<file path="src/rtl/video_in_pkg.sv">
// Shared definitions for the video input capture block: capture FSM states
// and the default geometry / buffer sizing.
package video_in_pkg;

  typedef enum logic [1:0] {
    ST_SYNC          = 2'd0,
    ST_WAIT_FRAME    = 2'd1,
    ST_IN_LINE       = 2'd2,
    ST_BETWEEN_LINES = 2'd3
  } state_e;

  localparam int DEF_PIX_W      = 8;
  localparam int DEF_FIFO_DEPTH = 16;
  localparam int DEF_H_PIXELS   = 640;
  localparam int DEF_V_LINES    = 480;
  localparam int FRAME_CNT_W    = 16;

endpackage

</file>
<file path="src/rtl/video_in_capture_if.sv">
// Tagged pixel stream with valid/ready handshake; the capture block is the
// master, the downstream consumer is the slave.
interface video_in_capture_if
  import video_in_pkg::*;
#(
  parameter int PIX_W = DEF_PIX_W
);

  logic [PIX_W-1:0] pix_data;
  logic             pix_sof;
  logic             pix_eol;
  logic             pix_valid;
  logic             pix_ready;

  modport master (
    output pix_data,
    output pix_sof,
    output pix_eol,
    output pix_valid,
    input  pix_ready
  );

  modport slave (
    input  pix_data,
    input  pix_sof,
    input  pix_eol,
    input  pix_valid,
    output pix_ready
  );

endinterface

</file>
<file path="src/rtl/video_fifo.sv">
// Synchronous FIFO for tagged pixels. A write into a full FIFO is accepted
// when a read happens in the same cycle; head word reads as zero when empty.
module video_fifo #(
  parameter int WIDTH = 10,
  parameter int DEPTH = 16
) (
  input  logic             clk,
  input  logic             rst,
  input  logic             i_wr_en,
  input  logic [WIDTH-1:0] i_wr_data,
  input  logic             i_rd_en,
  output logic [WIDTH-1:0] o_rd_data,
  output logic             o_full,
  output logic             o_empty
);

  localparam int AW = $clog2(DEPTH);
  localparam int CW = AW + 1;

  logic [WIDTH-1:0] r_mem [DEPTH];
  logic [AW-1:0]    r_wptr;
  logic [AW-1:0]    r_rptr;
  logic [CW-1:0]    r_count;
  logic             w_wr;
  logic             w_rd;

  assign o_full    = (r_count == CW'(DEPTH));
  assign o_empty   = (r_count == '0);
  assign w_rd      = i_rd_en & ~o_empty;
  assign w_wr      = i_wr_en & (~o_full | w_rd);
  assign o_rd_data = o_empty ? '0 : r_mem[r_rptr];

  always_ff @(posedge clk) begin
    if (w_wr) begin
      r_mem[r_wptr] <= i_wr_data;
    end
  end

  always_ff @(posedge clk) begin
    if (rst) begin
      r_wptr  <= '0;
      r_rptr  <= '0;
      r_count <= '0;
    end else begin
      if (w_wr) begin
        r_wptr <= r_wptr + AW'(1);
      end
      if (w_rd) begin
        r_rptr <= r_rptr + AW'(1);
      end
      case ({w_wr, w_rd})
        2'b10:   r_count <= r_count + CW'(1);
        2'b01:   r_count <= r_count - CW'(1);
        default: r_count <= r_count;
      endcase
    end
  end

endmodule

</file>
<file path="src/rtl/video_in_capture.sv">
// Camera sensor capture: frame/line synchronisation, one input register
// stage, geometry checking and a buffered tagged pixel stream output.
module video_in_capture
  import video_in_pkg::*;
#(
  parameter int PIX_W      = DEF_PIX_W,
  parameter int FIFO_DEPTH = DEF_FIFO_DEPTH,
  parameter int H_PIXELS   = DEF_H_PIXELS,
  parameter int V_LINES    = DEF_V_LINES
) (
  input  logic                   clk,
  input  logic                   RST,
  input  logic                   frame_valid,
  input  logic                   line_valid,
  input  logic [PIX_W-1:0]       pixel_in,
  video_in_capture_if.master     pix_if,
  input  logic                   err_clr,
  output logic                   overflow,
  output logic                   geom_err,
  output logic [FRAME_CNT_W-1:0] frame_count
);

  localparam int HCW = $clog2(H_PIXELS + 1) + 1;
  localparam int VCW = $clog2(V_LINES + 1) + 1;
  localparam int FW  = PIX_W + 2;

  state_e                 r_state;
  state_e                 w_next_state;
  logic                   w_act;
  logic                   w_cap;
  logic                   w_cap_sof;
  logic                   w_line_end;
  logic                   w_frame_end;
  logic [HCW-1:0]         r_pix_cnt;
  logic [HCW-1:0]         w_pix_cnt_nxt;
  logic [HCW-1:0]         w_pix_cnt_inc;
  logic [VCW-1:0]         r_line_cnt;
  logic [VCW-1:0]         w_line_cnt_nxt;
  logic [VCW-1:0]         w_line_cnt_inc;
  logic                   r_pend;
  logic                   r_pend_sof;
  logic [PIX_W-1:0]       r_pend_data;
  logic [FW-1:0]          w_wr_word;
  logic [FW-1:0]          w_rd_word;
  logic                   w_full;
  logic                   w_empty;
  logic                   w_rd;
  logic                   w_ovf_evt;
  logic                   w_geom_evt;
  logic                   r_overflow;
  logic                   r_geom_err;
  logic [FRAME_CNT_W-1:0] r_frame_cnt;

  assign w_act          = frame_valid & line_valid;
  assign w_pix_cnt_inc  = (r_pix_cnt == {HCW{1'b1}}) ? r_pix_cnt : r_pix_cnt + HCW'(1);
  assign w_line_cnt_inc = (r_line_cnt == {VCW{1'b1}}) ? r_line_cnt : r_line_cnt + VCW'(1);

  // Next-state, capture strobe and line/frame boundary detection.
  always_comb begin
    w_next_state   = r_state;
    w_cap          = 1'b0;
    w_cap_sof      = 1'b0;
    w_line_end     = 1'b0;
    w_frame_end    = 1'b0;
    w_pix_cnt_nxt  = r_pix_cnt;
    w_line_cnt_nxt = r_line_cnt;
    case (r_state)
      ST_SYNC: begin
        if (!frame_valid) begin
          w_next_state = ST_WAIT_FRAME;
        end else begin
          w_next_state = ST_SYNC;
        end
      end
      ST_WAIT_FRAME: begin
        if (w_act) begin
          w_next_state   = ST_IN_LINE;
          w_cap          = 1'b1;
          w_cap_sof      = 1'b1;
          w_pix_cnt_nxt  = HCW'(1);
          w_line_cnt_nxt = VCW'(1);
        end else begin
          w_next_state = ST_WAIT_FRAME;
        end
      end
      ST_IN_LINE: begin
        if (!frame_valid) begin
          w_next_state = ST_WAIT_FRAME;
          w_line_end   = 1'b1;
          w_frame_end  = 1'b1;
        end else if (!line_valid) begin
          w_next_state = ST_BETWEEN_LINES;
          w_line_end   = 1'b1;
        end else begin
          w_cap         = 1'b1;
          w_pix_cnt_nxt = w_pix_cnt_inc;
        end
      end
      ST_BETWEEN_LINES: begin
        if (!frame_valid) begin
          w_next_state = ST_WAIT_FRAME;
          w_frame_end  = 1'b1;
        end else if (line_valid) begin
          w_next_state   = ST_IN_LINE;
          w_cap          = 1'b1;
          w_pix_cnt_nxt  = HCW'(1);
          w_line_cnt_nxt = w_line_cnt_inc;
        end else begin
          w_next_state = ST_BETWEEN_LINES;
        end
      end
      default: begin
        w_next_state = ST_SYNC;
      end
    endcase
  end

  // FSM state register.
  always_ff @(posedge clk) begin
    if (RST) begin
      r_state <= ST_SYNC;
    end else begin
      r_state <= w_next_state;
    end
  end

  // Input stage: a captured pixel waits one cycle so that the following
  // sample tells whether it was the last one of its line.
  always_ff @(posedge clk) begin
    if (RST) begin
      r_pend      <= 1'b0;
      r_pend_sof  <= 1'b0;
      r_pend_data <= '0;
    end else begin
      r_pend      <= w_cap;
      r_pend_sof  <= w_cap_sof;
      r_pend_data <= pixel_in;
    end
  end

  // Per-line pixel and per-frame line counters.
  always_ff @(posedge clk) begin
    if (RST) begin
      r_pix_cnt  <= '0;
      r_line_cnt <= '0;
    end else begin
      r_pix_cnt  <= w_pix_cnt_nxt;
      r_line_cnt <= w_line_cnt_nxt;
    end
  end

  assign w_wr_word  = {r_pend_data, r_pend_sof, ~w_act};
  assign w_rd       = pix_if.pix_valid & pix_if.pix_ready;
  assign w_ovf_evt  = r_pend & w_full & ~w_rd;
  assign w_geom_evt = (w_line_end & (r_pix_cnt != HCW'(H_PIXELS))) |
                      (w_frame_end & (r_line_cnt != VCW'(V_LINES)));

  video_fifo #(
    .WIDTH (FW),
    .DEPTH (FIFO_DEPTH)
  ) u_fifo (
    .clk       (clk),
    .rst       (RST),
    .i_wr_en   (r_pend),
    .i_wr_data (w_wr_word),
    .i_rd_en   (w_rd),
    .o_rd_data (w_rd_word),
    .o_full    (w_full),
    .o_empty   (w_empty)
  );

  // Sticky error flags (a new error beats a clear) and completed-frame count.
  always_ff @(posedge clk) begin
    if (RST) begin
      r_overflow  <= 1'b0;
      r_geom_err  <= 1'b0;
      r_frame_cnt <= '0;
    end else begin
      if (w_ovf_evt) begin
        r_overflow <= 1'b1;
      end else if (err_clr) begin
        r_overflow <= 1'b0;
      end
      if (w_geom_evt) begin
        r_geom_err <= 1'b1;
      end else if (err_clr) begin
        r_geom_err <= 1'b0;
      end
      if (w_frame_end) begin
        r_frame_cnt <= r_frame_cnt + FRAME_CNT_W'(1);
      end
    end
  end

  assign pix_if.pix_valid = ~w_empty;
  assign {pix_if.pix_data, pix_if.pix_sof, pix_if.pix_eol} = w_rd_word;
  assign overflow    = r_overflow;
  assign geom_err    = r_geom_err;
  assign frame_count = r_frame_cnt;

endmodule

</file>
<file path="src/flat_wrapper.sv">
// flat-port wrapper written by rule: the top's interface ports become plain ports
module video_in_capture_flat import video_in_pkg::*;
#(
  parameter int PIX_W      = DEF_PIX_W,
  parameter int FIFO_DEPTH = DEF_FIFO_DEPTH,
  parameter int H_PIXELS   = DEF_H_PIXELS,
  parameter int V_LINES    = DEF_V_LINES
)
  (clk, RST, frame_valid, line_valid, pixel_in, err_clr, overflow, geom_err, frame_count, pix_if_pix_data, pix_if_pix_sof, pix_if_pix_eol, pix_if_pix_valid, pix_if_pix_ready);
  video_in_capture_if #(.PIX_W(PIX_W)) pix_if_i ();
  input  logic clk;
  input  logic RST;
  input  logic frame_valid;
  input  logic line_valid;
  input  logic [PIX_W-1:0] pixel_in;
  input  logic err_clr;
  output logic overflow;
  output logic geom_err;
  output logic [FRAME_CNT_W-1:0] frame_count;
  output wire logic [$bits(pix_if_i.pix_data)-1:0] pix_if_pix_data;
  output wire logic [$bits(pix_if_i.pix_sof)-1:0] pix_if_pix_sof;
  output wire logic [$bits(pix_if_i.pix_eol)-1:0] pix_if_pix_eol;
  output wire logic [$bits(pix_if_i.pix_valid)-1:0] pix_if_pix_valid;
  input wire logic [$bits(pix_if_i.pix_ready)-1:0] pix_if_pix_ready;
  assign pix_if_pix_data = pix_if_i.pix_data;
  assign pix_if_pix_sof = pix_if_i.pix_sof;
  assign pix_if_pix_eol = pix_if_i.pix_eol;
  assign pix_if_pix_valid = pix_if_i.pix_valid;
  assign pix_if_i.pix_ready = pix_if_pix_ready;
  video_in_capture #(.PIX_W(PIX_W), .FIFO_DEPTH(FIFO_DEPTH), .H_PIXELS(H_PIXELS), .V_LINES(V_LINES)) u_core (.clk(clk), .RST(RST), .frame_valid(frame_valid), .line_valid(line_valid), .pixel_in(pixel_in), .pix_if(pix_if_i), .err_clr(err_clr), .overflow(overflow), .geom_err(geom_err), .frame_count(frame_count));
endmodule
</file>
<file path="config.mk">
export PLATFORM = sky130hd
export DESIGN_NAME = video_in_capture_flat
export DESIGN_NICKNAME = d
export VERILOG_FILES = /design/src/rtl/video_in_pkg.sv /design/src/rtl/video_in_capture_if.sv /design/src/rtl/video_fifo.sv /design/src/rtl/video_in_capture.sv /design/src/flat_wrapper.sv
export SDC_FILE = /design/constraint.sdc
export NUM_CORES = 1
export LEC_CHECK = 0
export CORE_AREA = 2 2 122 183
export DETAILED_ROUTE_END_ITERATION = 8
export DIE_AREA = 0 0 124 185
export GPL_TIMING_DRIVEN = 0
export PLACE_DENSITY = 0.63
export SKIP_LAST_GASP = 1
export SYNTH_ARGS = -nofsm -noshare
export SYNTH_HDL_FRONTEND = slang
export SYNTH_SLANG_ARGS = --single-unit
</file>
<file path="constraint.sdc">
create_clock -name clk -period 4.14 [get_ports clk]
set_input_delay 0.621 -clock clk [delete_from_list [all_inputs] [get_ports clk]]
set_output_delay 0.621 -clock clk [all_outputs]
set_load 0.03 [all_outputs]
</file>
== Word level (Yosys, flattened, before mapping) ==
Memory sizes are Yosys's and may differ from the RTL's. A register that Yosys moved wholly into a read port is not among the register bits.
Index checks and enable logic that the tools add are counted.
Widths: inputs -> output; s select.
Operators by class
  $add $sub $neg: 7
  equal/unequal tests: 18
  reductions and logical operators: 11
  multiplexer cells: 37
  bitwise operators: 15
Operators with widths (count)
  $mux 11: 6
  $mux 10: 5
  $pmux 11 s3: 1
  $pmux 10 s2: 1
  $add 16x1->16 const B: 1
  $mux 1: 15
  $ne 2x2->1 const B: 6
  $add 11x1->11 const B: 1
  $eq 11x11->1 const B: 1
  $ne 11x10->1 const B: 1
  $add 10x1->10 const B: 1
  $eq 10x10->1 const B: 1
  $ne 10x9->1 const B: 1
  $pmux 5 s2: 1
  $add 4x1->4 const B: 2
  $and 1x1->1: 8
  $mux 2: 4
  $mux 4: 2
  $pmux 2 s4: 1
  $reduce_bool 2->1: 4
  $reduce_and 7->1: 1
  $eq 2x2->1 const B: 3
  $add 5x1->5 const B: 1
  $eq 5x5->1 const B: 1
  other kinds (12): 19
Storage, ports and cells
  input port bits: 14
  bits in registers: 64
  logic and storage cells: 101
  memories kept: 1
  RAM bits: 160
Memory list
  u_core.u_fifo.r_mem: words 16, width 10, rd ports 1, clocked after memory_dff 1, wr ports 1, line video_fifo.sv:20  | logic [WIDTH-1:0] r_mem [DEPTH];

== Depth between registers and ports, before layout ==
  depth after elaboration: 8
  mapped depth: 10
  gate-level depth less buffers: 8

== Modules after synthesis ==
Synthesis repeated with hierarchy kept, for this count alone.
Second synthesis, totals
  cells, all modules: 656
  area, all modules: 9626.7 µm²
Modules (own cells, without submodules)
  video_fifo: area each 7175.6 µm², times used 1, cells an instance 382, sequential area each 5144.9 µm²
  video_in_capture: area each 2451.1 µm², times used 1, cells an instance 274, sequential area each 1021.0 µm²

== Least setup slack after synthesis ==
OpenSTA, ideal clock, no wires.
  path kind: reg-to-output
  start: register u_core.u_fifo.r_count[1]
  end: output pix_if_pix_data[0]
  setup slack: 1780 ps
  data required time: 3519 ps
  path buffers: 2
  arrival: 1739 ps
  stages on the path, launching flop included: 7
  path through: dfxtp_1 > buf_6 > nor4_4 > nand2_1 > nand2b_1 > clkbuf_1 > o22ai_1
On the way
  longest elaborated chain between the ends: 2
Ends and longest elaborated chain
  from (decl): line video_fifo.sv:23  | logic [CW-1:0] r_count;
  from (signal assigned): line video_fifo.sv:52  | 2'b10: r_count <= r_count + CW'(1);
  from (signal assigned): line video_fifo.sv:53  | 2'b01: r_count <= r_count - CW'(1);
  from (signal assigned): line video_fifo.sv:54  | default: r_count <= r_count;
  $logic_not 5->1: line video_fifo.sv:28  | assign o_empty = (r_count == '0);
  $mux 10: line video_fifo.sv:31  | assign o_rd_data = o_empty ? '0 : r_mem[r_rptr];
  to (decl): line flat_wrapper.sv:20  | output wire logic [$bits(pix_if_i.pix_data)-1:0] pix_if_pix_data;
No other way between the ends.

== Worst setup path in the final report ==
  start: register u_core.u_fifo.r_count[0]
  end: output pix_if_pix_eol
On the way
  longest elaborated chain between the ends: 2
Ends and longest elaborated chain
  $logic_not 5->1: line video_fifo.sv:28
  $mux 10: line video_fifo.sv:31
  to (decl): line flat_wrapper.sv:22  | output wire logic [$bits(pix_if_i.pix_eol)-1:0] pix_if_pix_eol;
No other way between the ends.

==> flow_summary.json <==
{
  "outcome": "complete, no violations",
  "ys_types": 62,
  "grt_util_met2_pct": 35.1,
  "io_buffers": 41,
  "rsz0062_at_grt": "no",
  "ios": 43,
  "cts_setup_buffers": 0,
  "die-area_sq_um": 22900,
  "power.total_uw": 5160,
  "area_growth_pct": 15.0,
  "fillers": 1828,
  "yosysSeqAreaShare_pct": 65.1,
  "wl_per_cell_microns": 20.7,
  "syn_nets": 665,
  "grt_pass1_wl_microns": 32300,
  "p_leak_uw": 0.00350,
  "die_h_microns": 185,
  "grt_pass1_vias": 5861,
  "final_cell_mix": "160 x edfxtp_1, 68 x dfxtp_1, 41 x clkdlybuf4s50_1, 40 x mux4_2, 40 x nor2_1",
  "cts_hold_buffers": 0,
  "rows": 66,
  "ant_nets": 0,
  "drive_above_1_share_pct": 13.5,
  "antenna_found_initial": 0,
  "dp_slack_ns": 0.813,
  "grtUsageTotal_pct": 18.5,
  "yosys_warnings": 0,
  "ir_worst_vdd_mv": 0.321,
  "setup_viol": 0,
  "cts_resized": 0,
  "die_w_microns": 124,
  "clock-sinks": 228,
  "core_area_sq_um": 21500,
  "clockBufferDepth": 3,
  "drc": 0,
  "start_util_pct": 44.1,
  "firstDrtPassIters": 4,
  "worstPathMaxFanout": 10,
  "diodes": 0,
  "insertion_delay_ns": 0.50,
  "worst_slew_pin_slew_ns": 1.18,
  "num_vias": 5626,
  "cp.required_ns": 3.52,
  "synthFlopType": "edfxtp_1",
  "grt_max_degree": 19,
  "hp-class": "primary input to flop",
  "cts-root-buf": "clkbuf_16",
  "crit_path_start_kind": "flop",
  "clkTransAtPathRegs_ns": 0.06,
  "fin_skew_ns": 0.0123,
  "cts_buffers": 21,
  "use_met1_pct": 21.4,
  "drt-initial-drc-count": 333,
  "period_share_pct": 88.4,
  "drv_cap": 0,
  "cts_tree": "built",
  "arrival_ns": 3.04,
  "fin_tns_setup_ns": 0,
  "syn_avg_cell_area_sq_um": 14.8,
  "dpl.hpwl_microns": 14300,
  "syn_inst": 640,
  "hold_viol_final": 0,
  "busiest_layer": "met2",
  "grt_use_met3_pct": 2.59,
  "min_period_ns": 3.66,
  "grt-ovfl-total": 0,
  "vias_per_cell": 5.67,
  "maxSlewViolCount": 0,
  "final_common_cell": "edfxtp_1",
  "synth-edff-count": 160,
  "fmax_ghz": 0.273,
  "setup_slack_ns": 0.479,
  "htree_levels": 1,
  "syn-cell-area_sq_um": 9470,
  "wl_microns": 20500,
  "async_flop_share_pct": 0,
  "end_kind": "output port",
  "path_class": "flop to output port",
  "max_slew_margin_pct": 21.0,
  "nNetsFinal": 731,
  "ys_ff_latch": 228,
  "gp_congestion": 0.861,
  "power_density_nw_per_um2": 474
}
synth_stat cells, types with 2 or more instances:
library cell,n,area [sq um]
nand4_1,7,43.8
nor2_1,40,150
mux2i_1,34,340
or3_1,16,100
nor4_1,7,43.8
nand2b_1,8,50.1
xor2_1,7,61.3
nor3_1,14,70.1
mux4_2,40,901
nor2b_1,19,119
dfxtp_1,68,1360
and3_1,10,62.6
or4_1,5,37.5
clkbuf_1,22,82.6
a2111oi_0,2,17.5
nand2_1,28,105
o2bb2ai_1,2,17.5
edfxtp_1,160,4800
o31ai_1,4,30.0
a21boi_0,2,15.0
nand3_1,21,105
and2_1,2,12.5
inv_1,13,48.8
o41ai_1,3,26.3
ha_1,11,138
o211ai_1,4,30.0
buf_6,2,22.5
o22ai_1,10,62.6
mux2_2,3,33.8
o21ai_0,6,30.0
and4_1,4,35.0
buf_2,6,30.0
a21oi_1,23,115
xnor2_1,9,78.8
routing by layer:
layer / part of all wire [%] / wire length (microns)
met1: 38 / 7720
met2: 56 / 11500
met3: 4.3 / 888
met4: 1.7 / 357
met5: 0 / 0
worst paths after layout:
path | from | to | slack [ns] | depth (start not counted)
hold / removal | frame_valid | u_core.r_state[0] | 0.38 | 2
hold reg to reg | u_core.frame_count[15] | u_core.frame_count[15] | 0.50 | 2
setup / recovery | u_core.u_fifo.r_count[0] | pix_if_pix_eol | 0.48 | 6
setup reg to reg | u_core.u_fifo.r_count[0] | u_core.u_fifo.r_mem[8][3] | 1.52 | 5
where the power goes:
part           switching (uW)  internal (uW)  total, uW
Sequential               53.8           2460       2520
Combinational             485            377        862
Clock                     804            977       1780
final cells by class:
| type | count | area (sq um) | area share, % |
|---|---|---|---|
| buffer | 31 | 143 | 1.31 |
| clock inverter | 9 | 50.0 | 0.460 |
| timing repair buffer | 43 | 433 | 3.98 |
| inverter | 13 | 48.8 | 0.448 |
| clock buffer | 28 | 573 | 5.26 |
| tap | 272 | 340 | 3.13 |
| multi-input combinational | 368 | 3130 | 28.8 |
| sequential | 228 | 6170 | 56.6 |
critical path, cell delays in order, from the launching register on:
cell and delay, ns:
dfxtp_1 0.40, nor4_4 0.43, nand2_1 0.22, nand2b_1 0.14, clkbuf_1 0.47, o22ai_1 0.21, clkdlybuf4s50_1 0.67
registers in the layout, indices dropped and copies added (netlist names), named ones only:
name                   count
u_core.u_fifo.r_wptr       4
u_core.r_pix_cnt          11
u_core.overflow            1
u_core.u_fifo.r_count      5
u_core.r_pend_sof          1
u_core.u_fifo.r_rptr       4
u_core.r_pend              1
u_core.geom_err            1
u_core.frame_count        16
u_core.u_fifo.r_mem      160
u_core.r_line_cnt         10
u_core.r_state             2
u_core.r_pend_data         8
through the flow:
stage,cells,cell area (sq um),hold slack [ns],util [%]
2_1_floorplan,640,9470,0.452,-
3_3_place_gp,953,10200,0.464,47.6
3_5_place_dp,955,10300,0.485,47.8
4_1_cts,992,10900,0.368,50.7
5_1_grt,992,10900,0.383,50.7
6_report,992,10900,0.377,50.7
logic make-up (layout without fill, tap and decap cells):
| family | after synthesis | in the layout | share of synthesized area, % |
|---|---|---|---|
| fa+ha+maj | 11 | 11 | 1.45 |
| buf+inv | 44 | 124 | 2.02 |
| xor+xnor | 16 | 16 | 1.48 |
| flops | 228 | 228 | 65.1 |
| simple gates | 193 | 193 | 11.3 |
| compound gates | 70 | 70 | 5.02 |
| mux | 78 | 78 | 13.6 |
Power figures use the tool's default switching activity.
